--- src/rtl/led_pattern_gen.sv ---
// led_pattern_gen
//
// Drives an N-wide LED bank with one of four animated patterns, advancing one
// pattern step every STEP enabled cycles of divided_clock.
//
//   BOUNCE (0): a W-wide lit window moves up to the top end, then back down.
//   ROTATE (1): a W-wide lit window circulates; dir picks the direction.
//   FILL   (2): the bar graph grows from 0 to N lit LEDs, then clears.
//   BLINK  (3): all LEDs toggle between on and off.
//
// Ports
//   divided_clock  in   pattern clock, all state updates on its rising edge
//   rst            in   asynchronous active-high reset
//   en             in   step enable; low freezes all state
//   mode[1:0]      in   requested pattern
//   dir            in   ROTATE direction: 1 toward MSB, 0 toward LSB
//   outLED[N-1:0]  out  registered LED pattern
//   active_mode    out  registered pattern currently in effect
//   cycle_done     out  one-cycle pulse on the step that completes a pattern period
//
// A mode change only takes effect on a step edge. That edge loads the new
// pattern's start state and applies no pattern step.

module led_pattern_gen #(
  parameter int unsigned N    = 8,
  parameter int unsigned W    = 1,
  parameter int unsigned STEP = 1
) (
  input  logic         divided_clock,
  input  logic         rst,
  input  logic         en,
  input  logic [1:0]   mode,
  input  logic         dir,
  output logic [N-1:0] outLED,
  output logic [1:0]   active_mode,
  output logic         cycle_done
);

  // Position/count must reach N itself (FILL count), hence N+1 codes.
  localparam int unsigned PW = $clog2(N + 1);
  localparam int unsigned TW = (STEP > 1) ? $clog2(STEP) : 1;

  localparam logic [TW-1:0] TickLast  = TW'(STEP - 1);
  localparam logic [PW-1:0] PosZero   = '0;
  localparam logic [PW-1:0] PosOne    = PW'(1);
  localparam logic [PW-1:0] PosLast   = PW'(N - 1);
  localparam logic [PW-1:0] BounceTop = PW'(N - W);
  localparam logic [PW-1:0] FillFull  = PW'(N);
  localparam logic [N-1:0]  AllOnes   = {N{1'b1}};

  typedef enum logic [1:0] {
    ModeBounce = 2'd0,
    ModeRotate = 2'd1,
    ModeFill   = 2'd2,
    ModeBlink  = 2'd3
  } mode_e;

  // W-wide window starting at bit p, wrapping past the MSB back to bit 0.
  // BOUNCE never lets the window reach the MSB boundary, so the same helper
  // serves both window patterns.
  function automatic logic [N-1:0] win_at(input logic [PW-1:0] p);
    logic [N-1:0]   base;
    logic [2*N-1:0] dbl;
    for (int unsigned k = 0; k < N; k++) begin
      base[k] = (k < W);
    end
    dbl = {base, base} << p;
    return dbl[2*N-1:N];
  endfunction

  // Lower c bits set.
  function automatic logic [N-1:0] low_ones(input logic [PW-1:0] c);
    logic [N-1:0] r;
    for (int unsigned k = 0; k < N; k++) begin
      r[k] = (PW'(k) < c);
    end
    return r;
  endfunction

  localparam logic [N-1:0] LedReset = win_at(PosZero);

  logic [TW-1:0] tick_q, tick_d;
  logic [PW-1:0] pos_q,  pos_d;   // BOUNCE / ROTATE window position
  logic [PW-1:0] cnt_q,  cnt_d;   // FILL lit count
  logic          up_q,   up_d;    // BOUNCE direction, 1 = toward MSB
  logic [1:0]    mode_q, mode_d;
  logic [N-1:0]  led_q,  led_d;
  logic          done_q, done_d;
  logic          step_edge;

  always_comb begin
    tick_d    = tick_q;
    pos_d     = pos_q;
    cnt_d     = cnt_q;
    up_d      = up_q;
    mode_d    = mode_q;
    led_d     = led_q;
    done_d    = 1'b0;
    step_edge = 1'b0;

    if (en) begin
      if (tick_q == TickLast) begin
        tick_d    = '0;
        step_edge = 1'b1;
      end else begin
        tick_d = tick_q + TW'(1);
      end
    end

    if (step_edge) begin
      if (mode != mode_q) begin
        // Switch pattern: load its start state, no step this edge.
        mode_d = mode;
        pos_d  = PosZero;
        cnt_d  = PosZero;
        up_d   = 1'b1;
        unique case (mode_e'(mode))
          ModeBounce: led_d = win_at(PosZero);
          ModeRotate: led_d = win_at(PosZero);
          ModeFill:   led_d = '0;
          ModeBlink:  led_d = AllOnes;
        endcase
      end else begin
        unique case (mode_e'(mode_q))
          ModeBounce: begin
            if (W == N) begin
              // Window fills the bank: nothing moves, every step ends a period.
              led_d  = AllOnes;
              done_d = 1'b1;
            end else if (up_q) begin
              pos_d = pos_q + PosOne;
              // Reverse on arrival so the next step already heads back.
              if (pos_d == BounceTop) begin
                up_d = 1'b0;
              end
              led_d = win_at(pos_d);
            end else begin
              pos_d = pos_q - PosOne;
              if (pos_d == PosZero) begin
                up_d   = 1'b1;
                done_d = 1'b1;
              end
              led_d = win_at(pos_d);
            end
          end
          ModeRotate: begin
            if (dir) begin
              pos_d = (pos_q == PosLast) ? PosZero : pos_q + PosOne;
            end else begin
              pos_d = (pos_q == PosZero) ? PosLast : pos_q - PosOne;
            end
            done_d = (pos_d == PosZero);
            led_d  = win_at(pos_d);
          end
          ModeFill: begin
            cnt_d  = (cnt_q == FillFull) ? PosZero : cnt_q + PosOne;
            done_d = (cnt_d == PosZero);
            led_d  = low_ones(cnt_d);
          end
          ModeBlink: begin
            if (led_q == AllOnes) begin
              led_d = '0;
            end else begin
              led_d  = AllOnes;
              done_d = 1'b1;
            end
          end
        endcase
      end
    end
  end

  always_ff @(posedge divided_clock or posedge rst) begin
    if (rst) begin
      tick_q <= '0;
      pos_q  <= PosZero;
      cnt_q  <= PosZero;
      up_q   <= 1'b1;
      mode_q <= 2'd0;
      led_q  <= LedReset;
      done_q <= 1'b0;
    end else begin
      tick_q <= tick_d;
      pos_q  <= pos_d;
      cnt_q  <= cnt_d;
      up_q   <= up_d;
      mode_q <= mode_d;
      led_q  <= led_d;
      done_q <= done_d;
    end
  end

  assign outLED      = led_q;
  assign active_mode = mode_q;
  assign cycle_done  = done_q;

endmodule

--- config.mk ---
export PLATFORM = sky130hd
export DESIGN_NAME = led_pattern_gen
export DESIGN_NICKNAME = d
export VERILOG_FILES = /design/src/rtl/led_pattern_gen.sv
export SDC_FILE = /design/constraint.sdc
export NUM_CORES = 1
export LEC_CHECK = 0
export BUFFER_PORTS_ARGS = -buffer_cell sky130_fd_sc_hd__buf_2
export CAP_MARGIN = 30
export CORE_MARGIN = 8
export CORE_UTILIZATION = 59
export CTS_BUF_LIST = sky130_fd_sc_hd__clkbuf_16
export DETAILED_ROUTE_END_ITERATION = 7
export MAX_ROUTING_LAYER = met4
export PLACE_DENSITY_LB_ADDON = 0.12
export SLEW_MARGIN = 30
export SYNTH_ARGS = -nofsm -noshare
export SYNTH_HDL_FRONTEND = slang
export SYNTH_SLANG_ARGS = --single-unit
export TNS_END_PERCENT = 10
--- constraint.sdc ---
create_clock -name divided_clock -period 2.4 [get_ports divided_clock]
set_input_delay 0.24 -clock divided_clock [delete_from_list [all_inputs] [get_ports divided_clock]]
set_output_delay 0.24 -clock divided_clock [all_outputs]
set_load 0.03 [all_outputs]
### Yosys cells after proc, flatten, opt, wreduce, memory -nomap -nowiden

Cells that the tools add are included.

* register bits: 21
* output and inout bits: 11
* input port bits: 6

* reductions and logical operators: 14
* shifts and indexed selects: 3
* $add $sub $neg: 4
* multiplexer cells: 30
* eq/ne operators: 11
* order comparisons: 8

Operators by type and width (count)
* $shl A9 B4 Y16 const A: 3
* $mux W4: 11
* $pmux W8 S4: 1
* $mux W8: 3
* $pmux W8 S3: 1
* $logic_not A4 Y1: 4
* $lt A3 B4 Y1 const A: 4
* $mux W1: 12
* $add A4 B1 Y4 const B: 2
* $eq A2 B2 Y1 const B: 4
* $eq A4 B3 Y1 const B: 2
* $eq A8 B8 Y1 const B: 1
* $lt A1 B4 Y1 const A: 2
* $lt A2 B4 Y1 const A: 2
* $pmux W4 S2: 1
* $reduce_and A2 Y1: 4
* $eq A2 B1 Y1 const B: 2
* $eq A4 B4 Y1 const B: 1
* $logic_not A2 Y1: 2
* $pmux W1 S4: 1
* $reduce_bool A2 Y1: 2
* $sub A4 B1 Y4 const B: 1
* $reduce_bool A3 Y1: 1
* $ne A2 B2 Y1: 1
* 2 further kinds: 2

### Depth between registers and ports, before layout

* depth in word-level cells: 10
* gate-level depth with buffers: 10

### Least setup slack after synthesis

No wires, ideal clock.

* path kind: register to register
* from: reg pos_q[1]
* to: reg led_q[5] (netlist: outLED[5])
* period minus slack after synthesis: 1.970 ns
* path slack: 0.430 ns
* buffers on the path: 2
* cell stages (with the launch flop): 11
* arrival time: 1.883 ns
* library setup time: 0.087 ns
* path through: dfrtp_1 -> clkbuf_2 -> inv_1 -> ha_1 -> buf_2 -> nor2b_4 -> a21oi_2 -> mux2i_1 -> a21oi_1 -> a211o_1 -> o211ai_1

* cells in the longest elaborated chain, start to end: 9
* elaborated cells on any way between the ends: 16
* those cells by class: 2 x add/sub; 1 x eq/ne; 3 x shift; 9 x mux; 1 x reduce/logical

Ends and longest elaborated chain
* start, declared: RTL line 83 `logic [PW-1:0] pos_q, pos_d;`
* start signal, assigned: RTL line 176 `pos_q <= PosZero;`
* start signal, assigned: RTL line 184 `pos_q <= pos_d;`
* $sub A4 B1 Y4 (tied with other cells): RTL line 138, 150
* $mux W4, on equally long branches: RTL line 150, 148
* $mux W4: RTL line 147 `if (dir) begin`
* $mux W4: RTL line 124 `unique case (mode_e'(mode_q))`
* $mux W4: RTL line 111 `if (mode != mode_q) begin`
* $mux W4: RTL line 110 `if (step_edge) begin`
* $shl A9 B4 Y16: RTL line 67 `dbl = {base, base} << p;`
* $pmux W8 S4 (*): RTL line 124
* $mux W8 (*): RTL line 111
* end signal, assigned: RTL line 180 `led_q <= LedReset;`
* end signal, assigned: RTL line 188 `led_q <= led_d;`
* end, declared: RTL line 87 `logic [N-1:0] led_q, led_d;`

Every way passes the cells marked *; elsewhere a longest branch is shown, timed or not. The select of a mux whose other input is x is not followed.
A chain may end at the register's enable or synchronous reset.

### Final worst setup path

Ends and elaborated chain as after synthesis.

==> impl_metrics.json <==
{
  "outcome": "completed",
  "synth-main-ff-cell": "dfrtp_1",
  "max_stage_delay_ns": 0.53,
  "p_total_w": 0.00130,
  "tightest_slew_ns": 0.800,
  "h-tree-depth": 1,
  "row_count": 20,
  "vias": 1747,
  "finalMaxSlewViolations": 0,
  "final_layout_size_suffix_gt1_share_pct": 17.3,
  "worstPathMaxFanout": 10,
  "cp_top_family": "compound AO/OA/AOI/OAI gates",
  "pin_count": 17,
  "fin_cells": 270,
  "synthesis.nets": 242,
  "min_period_ns": 2.27,
  "worstSetupPathType": "reg2reg",
  "ir_drop_uv": 343,
  "netlist_instances": 229,
  "antenna_found_initial": 0,
  "crit_slowest_cell": "dfrtp_1",
  "fp.dieW_um": 71.6,
  "rsz0062_at_grt": "no",
  "path_cells": "inv_1 -> ha_1 -> nor2b_4 -> a21oi_2 -> mux2i_1 -> a21oi_1 -> a211o_1 -> o211ai_1",
  "root_buffer": "clkbuf_16",
  "finalHoldViolCount": 0,
  "syn2layout_area_growth_pct": 9.42,
  "synth_area_per_cell_um2": 7.95,
  "grt_max_degree": 21,
  "gp_congestion": 0.918,
  "drc_errors": 0,
  "maxCapViolations": 0,
  "dr.pass1.iters": 5,
  "cts_tree": "yes",
  "drt-total-wl_um": 4710,
  "clock_path_buffers": 2,
  "grt_usage_pct": 19.6,
  "ctsHoldBuffers": 0,
  "start_util_pct": 60.6,
  "synth_edf_count": 0,
  "die_height_um": 71.6,
  "drtIter0Drc": 215,
  "relSlewSlack_pct": 46.6,
  "n_fill_cell": 253,
  "fmax_mhz": 441,
  "synth.area.top_cells": "dfrtp_1, mux2i_1, ha_1",
  "crit_arrival_ns": 2.44,
  "clk_latency_ns": 0.26,
  "synthArstFlopShare_pct": 100,
  "cts_sinks": 20,
  "hpwlAfterDp_um": 3530,
  "cts_buffers": 3,
  "die_area_um2": 5120,
  "port_buffers": 16,
  "ff_latch_area_um2": 503,
  "cts_setup_buffers": 0,
  "grt_pass1_wl_um": 7860,
  "power_density_nw_per_um2": 653,
  "wl_per_cell_um": 17.5,
  "grt_pass1_vias": 1636,
  "setup_viol": 0,
  "end_kind": "flop",
  "yosys.area.top_type_share_pct": 24.7,
  "synth-seq-cells": 20,
  "synth_cell_type_count": 62,
  "nets": 251,
  "worst_slack_ns": 0.132,
  "cp-start-kind": "flop",
  "hold_path.class": "in2async",
  "fin_crit_sh_pct": 94.5,
  "setup_tns_ns": 0,
  "clock_skew_ns": 0.00135,
  "place_ws_ns": 0.182,
  "clkTransAtPathRegs_ns": 0.06,
  "ys_warn_count": 0,
  "worstPathRequired_ns": 2.57,
  "post_cts_resized": 0,
  "ant_nets": 0,
  "grt_overflow": 0,
  "placedCellCount": 266,
  "synth_top_area_cell": "dfrtp_1",
  "antennaDiodeCount": 0,
  "multi_input_area_um2": 1190,
  "core_um2": 3000,
  "ys_seq_area_share_pct": 27.6,
  "path_buf_inv": 1,
  "syn_area_um2": 1820,
  "p_leak_nw": 0.853,
  "via_per_inst": 6.47,
  "holdWs_ns": 0.137
}
==> synthesized netlist by cell type (2+ instances only) <==
master / n
mux2_2: 2
ha_1: 7
nand4_1: 6
nor3b_1: 4
o21ai_0: 13
a31oi_1: 5
inv_1: 10
nor2_1: 18
o211ai_1: 3
buf_2: 6
o21a_1: 2
or3_1: 2
o31ai_1: 3
clkbuf_2: 2
xor2_1: 3
nor4_1: 2
nand2_1: 23
dfstp_2: 2
nand3_1: 13
a21oi_2: 2
buf_1: 2
clkbuf_1: 4
a21oi_1: 13
nand2b_1: 3
xnor2_1: 3
mux2i_1: 9
nor3_1: 6
a22o_1: 2
o21ai_1: 5
nand3b_1: 4
dfrtp_1: 18
buf_6: 2
==> cell families after synthesis <==
logic type / share of synthesized area (%)
AO/OA/AOI/OAI: 23.0
XOR/XNOR: 3.78
adder cells (fa/ha/maj): 4.81
buffers and inverters: 6.94
flip-flops: 27.6
multiplexers: 6.19
AND/OR/NAND/NOR: 27.7
==> per-stage QoR <==
step | instance area (µm²) | util (%)
3_5_place_dp | 1890 | 62.8
4_1_cts | 1990 | 66.3
2_1_floorplan | 1820 | -
3_3_place_gp | 1890 | 62.8
5_1_grt | 1990 | 66.3
6_report | 1990 | 66.3
==> flip-flops by register name, summed over array words and instances (netlist names) <==
signal	count
cycle_done	1
up_q	1
outLED	8
active_mode	2
cnt_q	4
pos_q	4
==> worst paths after layout <==
| check | start | end | slack, ns | cells past startpoint |
|---|---|---|---|---|
| max | pos_q[1] | outLED[5] | 0.13 | 8 |
| min | rst | outLED[3] | 0.14 | 2 |
| max reg2reg | pos_q[1] | outLED[5] | 0.13 | 8 |
| min reg2reg | outLED[6] | outLED[6] | 0.55 | 2 |
| max in group asynchronous | rst | cnt_q[2] | 1.76 | 2 |
| min in group divided_clock | mode[1] | active_mode[1] | 0.27 | 2 |
==> cell usage in the layout, fill, tap and decap left out, drive strengths merged, types with 2 or more instances in the layout <==
cell	Yosys	final
a21o	2	2
a21oi	15	15
a22o	2	2
a31oi	5	5
and2	2	2
and3	2	2
buf	10	20
clkbuf	6	3
dfrtp	18	18
dfstp	2	2
ha	7	7
inv	10	10
mux2	2	2
mux2i	9	9
nand2	23	23
nand2b	4	4
nand3	13	13
nand3b	4	4
nand4	6	6
nor2	18	18
nor2b	2	2
nor3	7	7
nor3b	5	5
nor4	2	2
o211ai	3	3
o21a	2	2
o21ai	18	18
o221ai	2	2
o31ai	3	3
or2	2	2
or3	2	2
xnor2	4	4
xor2	3	3
==> power by group <==
part,internal (W),switching [W],total [W]
registers,0.000373,0.0000534,0.000427
logic,0.000154,0.000260,0.000413
clock network,0.000331,0.000130,0.000461
total,0.000858,0.000443,0.00130
==> per-layer routing <==
layer	share of wire, %	wire length (µm)	vias up	GRT usage, %
li1	-	-	841	-
met1	42	2000	802	23.4
met2	49	2300	88	32.0
met3	5.8	272	16	2.51
met4	3.0	141	0	9.07
met5	0	0	-	-
==> cell type report <==
cell class                 instances  share of cell area, %
sequential                        20                   25.3
tap                               33                   2.07
timing repair buffer              20                   5.53
clock buffer                       3                   3.77
inverter                          11                   2.07
multi-input combinational        182                   59.8
clock inverter                     1                   1.51
No activity file was read; power rests on OpenSTA's default activity.
